==> config.mk <==
export PLATFORM = sky130hd
export DESIGN_NAME = kanagawa_hal_fifo_stream_reader_flat
export DESIGN_NICKNAME = d
export VERILOG_FILES = /design/src/rtl/kanagawa_hal_fifo_stream_reader_if.sv /design/src/rtl/kanagawa_hal_fifo_stream_reader.sv /design/src/flat_wrapper.sv
export SDC_FILE = /design/constraint.sdc
export NUM_CORES = 1
export LEC_CHECK = 0
export CAP_MARGIN = 20
export CORE_AREA = 2 2 114 116
export DETAILED_ROUTE_END_ITERATION = 16
export DIE_AREA = 0 0 116 118
export PLACE_DENSITY = 0.62
export SLEW_MARGIN = 20
export SYNTH_ARGS = -nofsm -noshare
export SYNTH_HDL_FRONTEND = slang
export SYNTH_SLANG_ARGS = --single-unit
==> constraint.sdc <==
create_clock -name clock -period 2 [get_ports clock]
set_clock_uncertainty 0.15 [all_clocks]
set_input_delay 0.5 -clock clock [delete_from_list [all_inputs] [get_ports clock]]
set_output_delay 0.5 -clock clock [all_outputs]
set_load 0.03 [all_outputs]
==> src/rtl/kanagawa_hal_fifo_stream_reader_if.sv <==
// kanagawa_hal_fifo_stream_reader_if
//
// Bundles the two handshakes of the stream reader:
//   - FIFO read side (show-ahead): fifo_empty, fifo_q, fifo_rdreq
//   - output stream side:          out_valid, out_data, out_ready
//
// Modports:
//   master - the reader: consumes the FIFO head and drives the stream.
//   slave  - the environment: presents the FIFO head and accepts the stream.
interface kanagawa_hal_fifo_stream_reader_if #(
  parameter int WIDTH = 32
);
  logic             fifo_empty;
  logic [WIDTH-1:0] fifo_q;
  logic             fifo_rdreq;
  logic             out_valid;
  logic [WIDTH-1:0] out_data;
  logic             out_ready;

  modport master (
    input  fifo_empty,
    input  fifo_q,
    input  out_ready,
    output fifo_rdreq,
    output out_valid,
    output out_data
  );

  modport slave (
    output fifo_empty,
    output fifo_q,
    output out_ready,
    input  fifo_rdreq,
    input  out_valid,
    input  out_data
  );
endinterface

==> src/rtl/kanagawa_hal_fifo_stream_reader.sv <==
// kanagawa_hal_fifo_stream_reader
//
// Drain-side adapter for a show-ahead FIFO. Pops words through the FIFO read
// port and presents them as a registered valid/ready stream. A two-entry
// buffer (head + skid) sustains one word per cycle while keeping fifo_rdreq
// independent of out_ready.
//
// Ports:
//   clock      - sole clock, rising edge
//   rst        - synchronous reset, active-high
//   bus        - FIFO read port and output stream (master modport)
//   buffered   - words held in the internal buffer, 0..2
//   xfer_count - words accepted downstream, wraps modulo 2^COUNT_WIDTH
module kanagawa_hal_fifo_stream_reader #(
  parameter int WIDTH       = 32,
  parameter int COUNT_WIDTH = 32
) (
  input  logic                              clock,
  input  logic                              rst,
  kanagawa_hal_fifo_stream_reader_if.master bus,
  output logic [1:0]                        buffered,
  output logic [COUNT_WIDTH-1:0]            xfer_count
);

  logic [1:0]             count_reg;
  logic [WIDTH-1:0]       head_reg;
  logic [WIDTH-1:0]       skid_reg;
  logic [COUNT_WIDTH-1:0] xfer_count_reg;

  logic push;
  logic pop;

  // The pop request looks only at registered occupancy and the FIFO flag,
  // so out_ready never reaches fifo_rdreq combinationally.
  assign push = !rst && !bus.fifo_empty && (count_reg != 2'd2);
  assign pop  = (count_reg != 2'd0) && bus.out_ready;

  assign bus.fifo_rdreq = push;
  assign bus.out_valid  = (count_reg != 2'd0);
  assign bus.out_data   = head_reg;
  assign buffered       = count_reg;
  assign xfer_count     = xfer_count_reg;

  always_ff @(posedge clock) begin
    if (rst) begin
      count_reg      <= 2'd0;
      head_reg       <= '0;
      skid_reg       <= '0;
      xfer_count_reg <= '0;
    end else begin
      case (count_reg)
        2'd0: begin
          if (push) begin
            head_reg <= bus.fifo_q;
          end
        end
        2'd1: begin
          // With a simultaneous pop the incoming word goes straight to the
          // head; otherwise it waits in the skid slot behind the head.
          if (push && pop) begin
            head_reg <= bus.fifo_q;
          end else if (push) begin
            skid_reg <= bus.fifo_q;
          end
        end
        2'd2: begin
          if (pop) begin
            head_reg <= skid_reg;
          end
        end
        default: begin
        end
      endcase

      case ({push, pop})
        2'b10:   count_reg <= count_reg + 2'd1;
        2'b01:   count_reg <= count_reg - 2'd1;
        default: count_reg <= count_reg;
      endcase

      if (pop) begin
        xfer_count_reg <= xfer_count_reg + COUNT_WIDTH'(1);
      end
    end
  end

endmodule

==> src/flat_wrapper.sv <==
// flat-port wrapper written by rule: the top's interface ports become plain ports
module kanagawa_hal_fifo_stream_reader_flat 
#(
  parameter int WIDTH       = 32,
  parameter int COUNT_WIDTH = 32
)
  (clock, rst, buffered, xfer_count, bus_fifo_empty, bus_fifo_q, bus_out_ready, bus_fifo_rdreq, bus_out_valid, bus_out_data);
  kanagawa_hal_fifo_stream_reader_if #(.WIDTH(WIDTH)) bus_i ();
  input  logic clock;
  input  logic rst;
  output logic [1:0] buffered;
  output logic [COUNT_WIDTH-1:0] xfer_count;
  input wire logic [$bits(bus_i.fifo_empty)-1:0] bus_fifo_empty;
  input wire logic [$bits(bus_i.fifo_q)-1:0] bus_fifo_q;
  input wire logic [$bits(bus_i.out_ready)-1:0] bus_out_ready;
  output wire logic [$bits(bus_i.fifo_rdreq)-1:0] bus_fifo_rdreq;
  output wire logic [$bits(bus_i.out_valid)-1:0] bus_out_valid;
  output wire logic [$bits(bus_i.out_data)-1:0] bus_out_data;
  assign bus_i.fifo_empty = bus_fifo_empty;
  assign bus_i.fifo_q = bus_fifo_q;
  assign bus_i.out_ready = bus_out_ready;
  assign bus_fifo_rdreq = bus_i.fifo_rdreq;
  assign bus_out_valid = bus_i.out_valid;
  assign bus_out_data = bus_i.out_data;
  kanagawa_hal_fifo_stream_reader #(.WIDTH(WIDTH), .COUNT_WIDTH(COUNT_WIDTH)) u_core (.clock(clock), .rst(rst), .bus(bus_i), .buffered(buffered), .xfer_count(xfer_count));
endmodule
==> results.md <==
- finished, violations left — result of the run
- setup timing — violated checks
- 116 µm — Die Width
- 1340 nW/µm² — Cell Pwr Density
- 0.35 ns — source-to-sink clock delay at the later pin of the worst-skew pair
- 8000 µm — DP Wirelength
- 844 µV — maximum ir drop on the vdd rail
- 21.1% — Clk pwr share
- dfxtp_1 — leading cell type by number of instances after synthesis
- 1.44 ns — WP data arrival
- 0.823 — Placer Congestion
- built — TritonCTS clock tree
- 0.839 ns — transition time at the pin with the least slew margin
- 29.7% — portion of total power attributed to sequential cells
- 0 — CTS hold repair buffers
- yes — RSZ-0062 raised after global routing
- 15.6% — share of the synthesized area in compound gates (AO/OA/AOI/OAI)
- 37 — count of unique library cells instantiated by Yosys
- dfxtp_1 — most area-hungry cell type in the Yosys netlist
- 2.25% — synthesized-area fraction occupied by xor and xnor cells
- 39.9% — switching part of the total power
- 2 — deepest clock path buffer count
- 23.9% — share of cells above drive strength 1
- -0.0998 ns — accumulated negative setup slack
- 16.2 µm — average wire per standard cell
- 2 — setup violation total in the final timing report
- 118 µm — Die Y
- 19900 µm — global-route wire length before repair
- 0% — fraction of registers with async set or reset after synthesis
- 104 — I/O pin total
- dfxtp_1, mux2i_1, nand2_1 — top cells by area in the synthesized netlist
- 105% — share of the clock period used by the worst path
- 1 — initial antenna violation count
- flop — crit start category
- 0 — yosys synthesis warning count
- 21.7% — post-synthesis simple-gate area fraction
- 41 — number of cell rows
- 161 — number of design-rule violations left by the first detailed-router iteration
- 0 — count of flip-flops with a built-in enable after synthesis
- 1.75% — arithmetic-cell share of the synthesized area counting full adders, half adders and majority gates
- 2.09 ns — Final min period
- dfxtp_1 — flip-flop cell with the highest count after synthesis
- reg -> out — kind of critical path
- 18.3% — Global Route Usage Sum
- 13000 µm — total wirelength of the detailed-routed design
- 4199 — total via count in the routed design
- 63 — pin count of the biggest net entering global routing
- 665 — NumNets Final
- 3 — number of H-tree levels
- 0.00348 W — Sw Pwr
- 45.7% — top cell type's share of synthesized area
- 4290 µm² — Netlist Area Pre-Place
- 12400 µm² — standard cell core area
- 5.25 — post-detailed-route via-to-cell ratio
- 4 — Max Fanout on Critical Path
- 103 — port buffer count
- 7.73% — mux share of post-synthesis cell area
- 0 — final antenna-violating net count
- 533 — Post-Synthesis Net Count
- 44.1% — tightest slew margin relative to the limit
- 9 — number of clock buffers inserted by TritonCTS
- 98 — post-synthesis sequential element count
- 800 — fin cells
- 49.3% — proportion of power drawn by combinational gates
- 0 — count of final max-slew check failures
- 0.00525 W — Internal
- 0 — DRC Markers
- dfxtp_1, nand2_1, a21oi_1 — Synth top cells by count
- clkbuf_16 — clock tree root buffer cell
- 0 — number of hold-slack violations in the final timing report
- 0 — leftover overflow at the end of global routing
- 2.52 nW — Static Leak
- 4087 — via count of the first global-routing pass
- -0.0905 ns — Worst Setup Slack, final
- 45.7% — register area share after synthesis
- 775 — number of placed cells counting well taps
- 51.9% — Area Overhead vs Synth
- 98 — number of sinks on the clock net
- 0.06 ns — clock-pin slew on the worst setup and hold paths
- 8.74 µm² — average instance area after synthesis
- 0.478 GHz — Max Fclk
- 13700 µm² — Total Die Area
- 52.5% — final core utilization
- 34.5% — initial core utilization
- reg -> reg — worst min-delay path category
- 1.35 ns — Critical Path RT
- 491 — Synth Instances
- 4 — DRT Pass-1 Iters
- output pin — kind of end point of the critical path
- 0 — # Max-Cap Violations
- simple AND/OR/NAND/NOR gates — largest family of logic cells by synthesized area
==> per-stage QoR <==
step | cell area (µm²) | power [W] | hold WS [ns] | setup slack [ns]
5_1_grt | 6510 | 0.00917 | 0.326 | -0.136
3_3_place_gp | 5870 | 0.00632 | 0.291 | -0.438
6_report | 6510 | 0.00873 | 0.306 | -0.0905
3_5_place_dp | 5870 | 0.00637 | 0.297 | -0.496
2_1_floorplan | 4460 | 0.00502 | 0.286 | -0.169
4_1_cts | 6210 | 0.00811 | 0.306 | -0.135
==> repair_timing <==
| action | 4_1_cts | 5_1_grt |
|---|---|---|
| cloned | 2 | 4 |
| gates resized for setup | 91 | 46 |
| setup endpoints to repair | 117 | 78 |
| pin swaps | 17 | 6 |
| buffers inserted | 1 | 3 |
==> power by group through the flow <==
stage,combinational [W],clock [W],sequential [W]
floorplan,0.00172,0,0.00330
global placement,0.00370,0,0.00262
detailed placement,0.00375,0,0.00263
CTS,0.00366,0.00187,0.00258
global route,0.00458,0.00195,0.00263
finish,0.00430,0.00184,0.00259
==> routing by layer <==
metal / share of wire (%) / wire [µm] / up-vias / global-route usage (%)
li1: - / - / 2030 / -
met1: 43 / 5570 / 2037 / 21.2
met2: 49 / 6370 / 119 / 31.1
met3: 6.7 / 873 / 13 / 5.77
met4: 1.4 / 184 / 0 / 6.99
met5: 0 / 0 / - / 0
==> area by class of cell <==
| type | count | area, µm² |
|---|---|---|
| clock inverter | 6 | 82.6 |
| inverter | 11 | 43.8 |
| tap | 172 | 215 |
| multi-input combinational | 341 | 2430 |
| sequential | 98 | 1980 |
| fill | 1213 | 5900 |
| clock buffer | 9 | 225 |
| antenna | 1 | 2.50 |
| timing repair buffer | 162 | 1530 |
==> cell families after synthesis <==
group           after synthesis
simple gates                183
compound gates              108
flops                        98
buf+inv                      52
mux                          33
xor+xnor                     11
fa+ha+maj                     6
==> cells in the final DEF (no fill, tap or decap), drive strengths merged, types with 10 or more instances in the layout <==
| master | count |
|---|---|
| clkbuf | 12 |
| nor3 | 33 |
| nor2 | 15 |
| dlygate4sd2 | 68 |
| or4 | 12 |
| buf | 59 |
| a21oi | 53 |
| a211oi | 32 |
| mux2i | 32 |
| clkdlybuf4s50 | 32 |
| inv | 11 |
| nand4 | 10 |
| dfxtp | 98 |
| nand2 | 76 |
| o31ai | 12 |
==> path summary, 6_finish.rpt <==
path	startpoint	end	slack, ns	cells after the start
hold reg to reg	u_core.skid_reg[30]$_SDFFE_PP0P_	u_core.skid_reg[30]$_SDFFE_PP0P_	0.31	2
setup reg to reg	u_core.buffered[1]$_SDFFE_PP0P_	u_core.xfer_count[15]$_SDFFE_PP0P_	-0.01	8
hold / removal	u_core.skid_reg[30]$_SDFFE_PP0P_	u_core.skid_reg[30]$_SDFFE_PP0P_	0.31	2
setup / recovery	u_core.buffered[0]$_SDFFE_PP0P_	bus_fifo_rdreq	-0.09	6
==> critical path, stage by stage (launching register included) <==
cell and delay, ns:
dfxtp_4 0.36, inv_4 0.03, buf_6 0.10, ha_4 0.17
nor3_4 0.17, buf_6 0.14, buf_6 0.12
No activity file was read; power rests on OpenSTA's default activity.
